File: config.mk
export PLATFORM = sky130hd
export DESIGN_NAME = cpstr_man_rx
export DESIGN_NICKNAME = d
export VERILOG_FILES = /design/src/rtl/cpstr_man_rx_pkg.sv /design/src/rtl/cpstr_hold_reg.sv /design/src/rtl/cpstr_man_rx.sv
export SDC_FILE = /design/constraint.sdc
export NUM_CORES = 1
export LEC_CHECK = 0
export ABC_AREA = 1
export CAP_MARGIN = 0
export CORE_MARGIN = 4
export CORE_UTILIZATION = 40
export CTS_CLUSTER_SIZE = 16
export DETAILED_ROUTE_END_ITERATION = 10
export MAX_ROUTING_LAYER = met4
export PLACE_DENSITY = 0.81
export SLEW_MARGIN = 40
export SYNTH_ARGS = -nofsm -noshare
export SYNTH_HDL_FRONTEND = slang
export SYNTH_SLANG_ARGS = --single-unit
export TNS_END_PERCENT = 1
File: constraint.sdc
create_clock -name i_clk -period 3.8 [get_ports i_clk]
set_input_delay 0.76 -clock i_clk [delete_from_list [all_inputs] [get_ports i_clk]]
set_output_delay 0.76 -clock i_clk [all_outputs]
set_load 0.02 [all_outputs]
File: src/rtl/cpstr_man_rx_pkg.sv
// Shared constants and types for the cpstr receive path.
// Holds the escape character, the select-code rule and the decoder state encoding.
package cpstr_man_rx_pkg;

    localparam logic [7:0] ESC_CHAR    = 8'd27;
    localparam int         MAX_STREAMS = 27;

    typedef enum logic {
        S_DATA = 1'b0,
        S_ESC  = 1'b1
    } rx_state_e;

    // A byte following ESC selects a stream only if it names an existing one.
    function automatic logic is_select(input logic [7:0] b, input int num_streams);
        return (int'(b) < num_streams) && (num_streams <= MAX_STREAMS);
    endfunction

endpackage

File: src/rtl/cpstr_hold_reg.sv
// One-entry tagged holding register with load/drain and pass-through ready.
// Latency: load -> full on the next cycle.
// Backpressure: pass_rdy = ~full | drain_rdy, so a draining entry can be replaced in the same cycle.
module cpstr_hold_reg #(
    parameter int DW = 8,
    parameter int TW = 2
) (
    input  logic          i_clk,
    input  logic          i_rst_n,
    input  logic          load,
    input  logic [DW-1:0] load_dat,
    input  logic [TW-1:0] load_tag,
    input  logic          drain_rdy,
    output logic          full,
    output logic [DW-1:0] hold_dat,
    output logic [TW-1:0] hold_tag,
    output logic          pass_rdy
);

    always_ff @(posedge i_clk or negedge i_rst_n) begin
        if (!i_rst_n) begin
            full     <= 1'b0;
            hold_dat <= '0;
            hold_tag <= '0;
        end else if (load) begin
            full     <= 1'b1;
            hold_dat <= load_dat;
            hold_tag <= load_tag;
        end else if (drain_rdy) begin
            full     <= 1'b0;
        end
    end

    assign pass_rdy = ~full | drain_rdy;

endmodule

File: src/rtl/cpstr_man_rx.sv
// Escaped cpstr byte stream demultiplexer onto NUM_STREAMS valid/ready ports.
// Latency: accepted data byte -> o_valid on the next cycle; 1 byte/clk sustained.
// Backpressure: any stalled stream blocks data bytes for all; ESC/select bytes pass while full.
module cpstr_man_rx
    import cpstr_man_rx_pkg::*;
#(
    parameter  int NUM_STREAMS = 3,
    localparam int IDXW        = (NUM_STREAMS > 1) ? $clog2(NUM_STREAMS) : 1
) (
    input  logic                     i_clk,
    input  logic                     i_rst_n,
    input  logic [7:0]               i_data,
    input  logic                     i_valid,
    output logic                     o_ready,
    output logic [8*NUM_STREAMS-1:0] o_data,
    output logic [NUM_STREAMS-1:0]   o_valid,
    input  logic [NUM_STREAMS-1:0]   i_ready,
    output logic [IDXW-1:0]          o_stridx,
    output logic                     o_sel_valid,
    output logic                     o_err
);

    rx_state_e       state, state_nxt;
    logic [IDXW-1:0] stridx;
    logic            sel_valid;
    logic            err_q;

    logic            want_load, err_case, sel_case, accept;
    logic            hold_full, hold_rdy, drain_rdy;
    logic [7:0]      hold_dat;
    logic [IDXW-1:0] hold_tag;

    always_ff @(posedge i_clk or negedge i_rst_n) begin
        if (!i_rst_n) state <= S_DATA;
        else          state <= state_nxt;
    end

    always_comb begin
        state_nxt = state;
        if (accept) begin
            case (state)
                S_DATA:  if (i_data == ESC_CHAR) state_nxt = S_ESC;
                S_ESC:   state_nxt = S_DATA;
                default: state_nxt = S_DATA;
            endcase
        end
    end

    // Only bytes that load the holding register wait on it; everything else is consumed freely.
    always_comb begin
        want_load = 1'b0;
        err_case  = 1'b0;
        sel_case  = 1'b0;
        case (state)
            S_DATA: begin
                if (i_data != ESC_CHAR) begin
                    if (sel_valid) want_load = 1'b1;
                    else           err_case  = 1'b1;
                end
            end
            S_ESC: begin
                if (i_data == ESC_CHAR) begin
                    if (sel_valid) want_load = 1'b1;
                    else           err_case  = 1'b1;
                end else if (is_select(i_data, NUM_STREAMS)) begin
                    sel_case = 1'b1;
                end else begin
                    err_case = 1'b1;
                end
            end
            default: err_case = 1'b0;
        endcase
        o_ready = want_load ? hold_rdy : 1'b1;
        accept  = i_valid & o_ready;
    end

    always_ff @(posedge i_clk or negedge i_rst_n) begin
        if (!i_rst_n) begin
            stridx    <= '0;
            sel_valid <= 1'b0;
            err_q     <= 1'b0;
        end else begin
            err_q <= accept & err_case;
            if (accept & sel_case) begin
                stridx    <= i_data[IDXW-1:0];
                sel_valid <= 1'b1;
            end
        end
    end

    cpstr_hold_reg #(
        .DW (8),
        .TW (IDXW)
    ) u_hold (
        .i_clk     (i_clk),
        .i_rst_n   (i_rst_n),
        .load      (accept & want_load),
        .load_dat  (i_data),
        .load_tag  (stridx),
        .drain_rdy (drain_rdy),
        .full      (hold_full),
        .hold_dat  (hold_dat),
        .hold_tag  (hold_tag),
        .pass_rdy  (hold_rdy)
    );

    // The held byte keeps its own tag, so a later select never redirects it.
    always_comb begin
        o_valid = '0;
        o_data  = '0;
        for (int k = 0; k < NUM_STREAMS; k++) begin
            o_valid[k]       = hold_full && (hold_tag == IDXW'(k));
            o_data[8*k +: 8] = hold_dat;
        end
    end

    assign drain_rdy   = |(o_valid & i_ready);
    assign o_stridx    = stridx;
    assign o_sel_valid = sel_valid;
    assign o_err       = err_q;

endmodule

**After elaboration in Yosys (flattened, before gate mapping)**

Cells that the tools add are included.

- Logic and storage cells: 43
- Bits in read-only memories: 0
- Memory bits (writable): 0
- Output and inout bits: 32
- Register bits after elaboration: 16
- Bits in latches: 0
- Memories: 0

- Divide/modulo/power cells: 0
- Multiply operators: 0
- Reductions and logical operators: 6
- $add $sub $neg: 0
- Bitwise operators: 8
- Order comparisons: 1
- Eq/ne operators: 4
- Shift-type cells: 0
- Mux-type cells: 17

Operator list:

| cell | count |
|---|---|
| $mux W1 | 14 |
| $eq A8 B5 Y1 const B | 1 |
| $lt A8 B2 Y1 const B | 1 |
| $ne A8 B5 Y1 const B | 1 |
| $pmux W1 S2 | 3 |
| $and A1 B1 Y1 | 4 |
| $and A3 B3 Y3 | 1 |
| $logic_and A1 B1 Y1 | 3 |
| $reduce_or A3 Y1 | 1 |
| $eq A2 B1 Y1 const B | 1 |
| $eq A2 B2 Y1 const B | 1 |
| $logic_not A2 Y1 | 1 |
| $not A1 Y1 | 2 |
| $reduce_bool A2 Y1 | 1 |
| $or A1 B1 Y1 | 1 |

**Depth between registers and ports, before layout**

Gate-level depths: netlist of the first run.

- Word-level depth: 9
- Gate-level depth with buffers: 10
- Gate-level depth less buffers: 10

**Modules after synthesis**

From an unflattened synthesis of the first run, not the netlist that was laid out.

- Cell total of the unflattened synthesis: 124
- Area total of the unflattened synthesis: 955.9 um2

Modules (own cells, without submodules):

| module | cells an instance | area an instance (um2) | times used |
|---|---|---|---|
| cpstr_man_rx | 77 | 534.3 | 1 |
| cpstr_hold_reg | 47 | 421.7 | 1 |

**Worst setup path after synthesis of the first run**

Ideal clock, no wire load.

- Path kind: input to output
- Start point: input port i_data[7]
- End point: output port o_ready
- Stages: 7
- Path slack: 1.326 ns
- Arrival: 1.714 ns
- Required time: 3.040 ns
- Cell sequence: nor2_1 -> nand3_1 -> nor3_1 -> ha_1 -> nand2_1 -> inv_2 -> nand4_2

- Word-level cells in the longest chain between the ends: 4
- Elaborated cells between the ends (all ways): 6
- Classes of those cells: 2 x eq/ne; 4 x mux

Ends and longest elaborated chain:

| element | line | RTL |
|---|---|---|
| from (decl) | cpstr_man_rx.sv:12 | `input logic [7:0] i_data,` |
| $eq A8 B5 Y1 / $ne A8 B5 Y1 (equally long branches) | cpstr_man_rx.sv:62, cpstr_man_rx.sv:56 |  |
| $mux W1 (on tied branches) | cpstr_man_rx.sv:62, cpstr_man_rx.sv:56 |  |
| $pmux W1 S2 * | cpstr_man_rx.sv:54 | `case (state)` |
| $mux W1 * | cpstr_man_rx.sv:73 | `o_ready = want_load ? hold_rdy : 1'b1;` |
| to (decl) | cpstr_man_rx.sv:14 | `output logic o_ready,` |

Every way passes the cells marked *; elsewhere a longest branch is shown, timed or not.

**Worst setup path after layout of the first run**

Ends and elaborated chain as after synthesis.

==> qor.csv, run 1 <==
metric,value,unit
vias in the first global route,814,
critical path's slowest cell,clkdlybuf4s50_1,
clk sinks,16,
met1 WL,887,um
first-pass GRT wire length,3620,um
worst-margin pin slew,0.703,ns
post-synthesis cell count,117,
status,"finished, final reports clean",
Skew-Pair Late Insertion Delay,0.29,ns
site row count,17,
Die X,55.9,um
post-route ant nets,0,
Slew headroom,53.0,%
top cell type by total area after synthesis,dfrtp_1,
grt ovf,0,
TNS Setup,0,ns
pwr/cell area,744,nW/um^2
WL final,2280,um
WS Path Type,input port to output port,
DR pass1 iterations,4,
syn_nets,132,
CTS Root Cell,clkbuf_4,
DR top layer,met4,
die area,3120,sq um
unrepaired setup endpoints after global routing,false,
initial antenna violation count,0,
HPWL after detailed placement,1800,um
period utilization,95.2,%
share of layout cells above drive strength 1,6.08,%
via/cell ratio,5.03,
Final Hold Viols,0,
Worst Path Buf+Inv,3,
hold slack,0.523,ns
WL/cell,13.0,um
Final Net Count,164,
Starting Density,41.8,%
Clock Path Buffers,2,
Core ar.,2190,sq um
largest net degree at the start of global routing,22,
n_diodes,0,
ordered cell list for the critical path,clkdlybuf4s50_1 -> nor2_1 -> nand3_1 -> nor3_1 -> ha_1 -> nand2_1 -> inv_2 -> nand4_2 -> clkdlybuf4s50_1,
Yosys cell types,15,
"Slew Viols, Final",0,
Post-CTS Setup Inserts,0,
I/O pin total,46,
Max VDD drop,417,uV
"Reg clk slew, reported paths",0.09,ns
TritonCTS clock tree,done,
min Tclk post-route,3.62,ns
"Area growth, synth to finish",42.5,%
f_max,276,MHz
DRC viols,0,
Iter 0 DRT Violations,33,
CP most frequent cell,clkdlybuf4s50_1,
Yosys reg bits,16,
Pwr Total,971,uW
critical path data arrival time,2.86,ns
GPL Wtd Cong,0.767,
Overall Global Routing Usage,15.1,%
Worst Setup End Kind,output port,
Yosys top cell area share,43.7,%
worst path required time,3.04,ns
Mean Syn Cell Area,7.83,sq um
final non-filler cell area,1310,sq um
met2 WL,1130,um
Die Ht,55.9,um
Top delay family on crit path,buffers and inverters,
delay of the slowest cell on the worst path,0.64,ns
worst-path maximum fanout,6,
leakage power,0.587,nW
Syn Std Cell Area,916,sq um
Clock Skews,0.00405,ns
TritonCTS Buffers,3,
final setup vio count,0,
H-tree Lvls,1,
type of the worst min-delay path,register to register,
Yosys warnings,0,
hold_buf cts,0,
largest cells by area after synthesis,"dfrtp_1 (44%), buf_4 (14%), nand2_1 (11%)",
max cap viols,0,
met3 WL,184,um
Buffers on Ports,45,
placed cell area,1270,sq um
critical path startpoint category,input port,
via count,886,
post_cts resized,0,
post-synthesis sequential area ratio,43.7,%
==> logic make-up after synthesis <==
| kind of cell | Yosys count | share of synthesized area (%) |
|---|---|---|
| DFF | 16 | 43.7 |
| AOI/OAI and AO/OA | 11 | 6.01 |
| buffers and inverters | 35 | 21.4 |
| adders and majority gates | 1 | 1.37 |
| and+or+nand+nor | 54 | 27.5 |
==> placed cells by master (no fill, tap or decap) <==
cell type and n:
clkbuf_8 1, nand3_2 2, inv_1 15, dfrtp_1 16
nand4_2 1, nand4_1 5, nand3_1 7, o21ai_1 10
nor2_1 7, clkdlybuf4s50_1 45, a21oi_1 1, clkbuf_4 3
ha_1 1, nand2_1 27, inv_2 2, nor3_1 5
==> final timing paths <==
check	startpoint	endpoint	slack (ns)	cells after the start
worst max-delay path	i_data[7]	o_ready	0.18	9
worst min-delay path	o_stridx[0]	o_stridx[0]	0.52	2
worst max register to register	state	u_hold.hold_dat[2]	2.18	7
worst min register to register	o_stridx[0]	o_stridx[0]	0.52	2
max in group asynchronous	i_rst_n	o_err	2.47	1
min in group asynchronous	i_rst_n	u_hold.hold_dat[0]	0.89	1
==> power breakdown <==
group	leakage [nW]	switching [mW]	internal [mW]	total (mW)
Clock	0.0210	0.0518	0.0584	0.110
Combinational	0.364	0.314	0.279	0.594
Sequential	0.202	0.0476	0.219	0.267
Total	0.587	0.414	0.557	0.971
==> routing by layer <==
metal | up-vias | track usage [%]
li1 | 423 | -
met1 | 403 | 15.8
met2 | 53 | 26.2
met3 | 7 | 2.09
met4 | 0 | 10.2
met5 | - | -
==> sequential cells by signal (all words and copies together), names as in the netlist <==
name             count
o_stridx             2
u_hold.hold_dat      8
u_hold.hold_tag      2
u_hold.full          1
o_err                1
o_sel_valid          1
state                1
==> area by class of cell <==
type / instances / area [sq um]
clock buffer: 4 / 36.3
multi-input combinational: 66 / 319
sequential: 16 / 400
inverter: 17 / 63.8
tap: 28 / 35.0
timing repair buffer: 45 / 450
fill: 182 / 886
==> cells in the mapped netlist <==
master    n
inv_2     2
buf_4    17
nand3_1   7
nand4_2   1
nor2_1    7
a21oi_1   1
o21ai_1  10
ha_1      1
nor3_1    5
dfrtp_1  16
nand4_1   5
buf_2     1
nand2_1  27
nand3_2   2
inv_1    15
==> per-stage QoR <==
step / instances / worst slack, ns / utilization, %
2_1_floorplan: 117 / 1.33 / -
3_3_place_gp: 172 / 0.211 / 57.9
3_5_place_dp: 172 / 0.174 / 57.9
4_1_cts: 176 / 0.176 / 59.6
5_1_grt: 176 / 0.0510 / 59.6
6_report: 176 / 0.181 / 59.6
==> worst min-delay path, stage by stage, from the launching register on <==
cell and delay (ns):
dfrtp_1 0.38, nand2_1 0.06, nand2_1 0.05
Power figures use the tool's default switching activity.
==> run 2, diff against run 1 <==
- CORE_UTILIZATION: 40 -> 42
- PLACE_DENSITY: 0.81 -> 0.85
==> qor.csv, run 2 (synthesis results as in run 1) <==
metric,value,unit,change
Clock Skews,0.00256,ns,was 0.00405 ns
period utilization,96.0,%,was 95.2%
DRC viols,0,,unchanged
Post-CTS Setup Inserts,0,,unchanged
Starting Density,45.3,%,was 41.8%
post_cts resized,0,,unchanged
DR pass1 iterations,4,,unchanged
"Reg clk slew, reported paths",0.08,ns,was 0.09 ns
final setup vio count,0,,unchanged
largest net degree at the start of global routing,22,,unchanged
worst path required time,3.04,ns,about the same
GPL Wtd Cong,0.837,,was 0.767
Iter 0 DRT Violations,5,,was 33
Die X,54.7,um,was 55.9 um
clk sinks,16,,unchanged
clock network power share,9.0,%,was 11.3%
FF-to-FF End,u_hold.hold_tag[1],,was u_hold.hold_dat[2]
HP Start,o_stridx[0],,unchanged
Worst Hold Depth,2,,unchanged
CP most frequent cell,clkdlybuf4s50_1,,unchanged
H-tree Lvls,1,,unchanged
critical path's slowest cell,clkdlybuf4s50_1,,unchanged
RR Startpoint,state,,unchanged
HPWL after detailed placement,1730,um,was 1800 um
unrepaired setup endpoints after global routing,false,,unchanged
WS Path Type,input port to output port,,unchanged
f_max,274,MHz,was 276 MHz
Overall Global Routing Usage,15.5,%,was 15.1%
pwr/cell area,731,nW/um^2,was 744 nW/um^2
Final Hold Viols,0,,unchanged
Worst Setup End Kind,output port,,unchanged
Core ar.,2020,sq um,was 2190 sq um
TritonCTS clock tree,done,,unchanged
Clock Path Buffers,2,,unchanged
Max VDD drop,423,uV,was 417 uV
largest reg by FF count,u_hold.hold_dat,,unchanged
hold_buf cts,0,,unchanged
max cap viols,0,,unchanged
final non-filler cell area,1290,sq um,was 1310 sq um
delay of the slowest cell on the worst path,0.63,ns,was 0.64 ns
via count,828,,was 886
Buffers on Ports,45,,unchanged
P_sw,407,uW,was 414 uW
min Tclk post-route,3.65,ns,was 3.62 ns
type of the worst min-delay path,register to register,,unchanged
leakage power,0.580,nW,was 0.587 nW
worst-margin pin slew,0.693,ns,was 0.703 ns
n_diodes,0,,unchanged
Slew headroom,53.6,%,was 53.0%
initial antenna violation count,0,,unchanged
grt ovf,0,,unchanged
WL final,2110,um,was 2280 um
via/cell ratio,4.76,,was 5.03
R2R Setup Slk,2.18,ns,about the same
max FFs per register,8,,unchanged
Final Net Count,164,,unchanged
Die Ht,54.7,um,was 55.9 um
site row count,16,,was 17
worst-path maximum fanout,6,,unchanged
placed cell area,1270,sq um,about the same
switching power share of the total,43.2,%,was 42.6%
die area,2990,sq um,was 3120 sq um
"Area growth, synth to finish",40.8,%,was 42.5%
critical path startpoint category,input port,,unchanged
status,"finished, final reports clean",,unchanged
critical path data arrival time,2.89,ns,was 2.86 ns
ordered cell list for the critical path,clkdlybuf4s50_1 -> nor2_1 -> nand3_1 -> nor3_1 -> ha_1 -> nand2_1 -> inv_2 -> nand4_2 -> clkdlybuf4s50_1,,unchanged
"commonest non-fill, non-tap cell in the layout",clkdlybuf4s50_1,,unchanged
first-pass GRT wire length,3300,um,was 3620 um
vias in the first global route,814,,unchanged
hold slack,0.524,ns,was 0.523 ns
Internal,536,uW,was 557 uW
WL/cell,12.1,um,was 13.0 um
"commonest non-fill, non-tap cells in the layout","clkdlybuf4s50_1 (45), nand2_1 (27), dfrtp_1 (16)",,unchanged
I/O pin total,46,,unchanged
Skew-Pair Late Insertion Delay,0.28,ns,was 0.29 ns
Fillers,180,,was 182
TNS Setup,0,ns,unchanged
TritonCTS Buffers,3,,unchanged
worst reg2reg path depth,7,,unchanged
post-route ant nets,0,,unchanged
Reg power frac,28.1,%,was 27.5%
CTS Root Cell,clkbuf_4,,unchanged
share of layout cells above drive strength 1,5.44,%,was 6.08%
Combinational Power Share,63.0,%,was 61.2%
hold path endpoint,o_stridx[0],,unchanged
"Slew Viols, Final",0,,unchanged
run 2: cell count changes in the layout (fill, tap and decap cells not counted), sizes merged:
| cell | before | now |
|---|---|---|
| clkbuf | 4 | 3 |
run 2: layer usage:
| layer | routed length, um | track usage (%) |
|---|---|---|
| met4 | 33 | 4.56 |
| met3 | 220 | 4.36 |
| met5 | 0 | - |
| met1 | 862 | 17.4 |
| met2 | 994 | 26.6 |
run 2: layout make-up:
type	instances	area [sq um]	share of cell area, %
flip-flops and latches	16	400	31.0
multi-input cells	66	319	24.7
inverters	17	63.8	4.95
well taps	27	33.8	2.62
repair buffers	45	450	34.9
clock buffers	3	22.5	1.75
run 2: power groups by stage:
| stage | registers [mW] | clock network (mW) | logic [mW] |
|---|---|---|---|
| 6_report | 0.264 | 0.0845 | 0.594 |
| 5_1_grt | 0.275 | 0.0956 | 0.633 |
| 4_1_cts | 0.266 | 0.0866 | 0.600 |
| 3_5_place_dp | 0.269 | 0 | 0.599 |
| 3_3_place_gp | 0.264 | 0 | 0.590 |
| 2_1_floorplan | 0.320 | 0 | 0.350 |
run 2: critical path: cells and delay by family:
family | cells | cell delay, ns
adders and majority gates | 1 | 0.28
buffers and inverters | 3 | 1.11
and+or+nand+nor | 5 | 0.72
run 2: how the worst max path moves through the flow:
stage               from       to  cells after the start
3_3_place_gp   i_data[7]  o_ready                      9
2_1_floorplan  i_data[7]  o_ready                      7
5_1_grt        i_data[7]  o_ready                      9
6_report       i_data[7]  o_ready                      9
4_1_cts        i_data[7]  o_ready                      9
3_5_place_dp   i_data[7]  o_ready                      9
run 2: through the flow:
step | power (mW) | util (%) | instances | setup slack [ns]
2_1_floorplan | 0.670 | - | 117 | 1.33
3_3_place_gp | 0.854 | 62.7 | 171 | 0.203
3_5_place_dp | 0.868 | 62.7 | 171 | 0.160
4_1_cts | 0.953 | 63.8 | 174 | 0.142
5_1_grt | 1.00 | 63.8 | 174 | 0.0309
6_report | 0.942 | 63.8 | 174 | 0.153
==> run 3, diff against run 2 <==
- SKIP_CTS_REPAIR_TIMING: not set -> 1
==> results of run 3 <==
The final DEF is identical to that of run 2; final timing and power are the same.
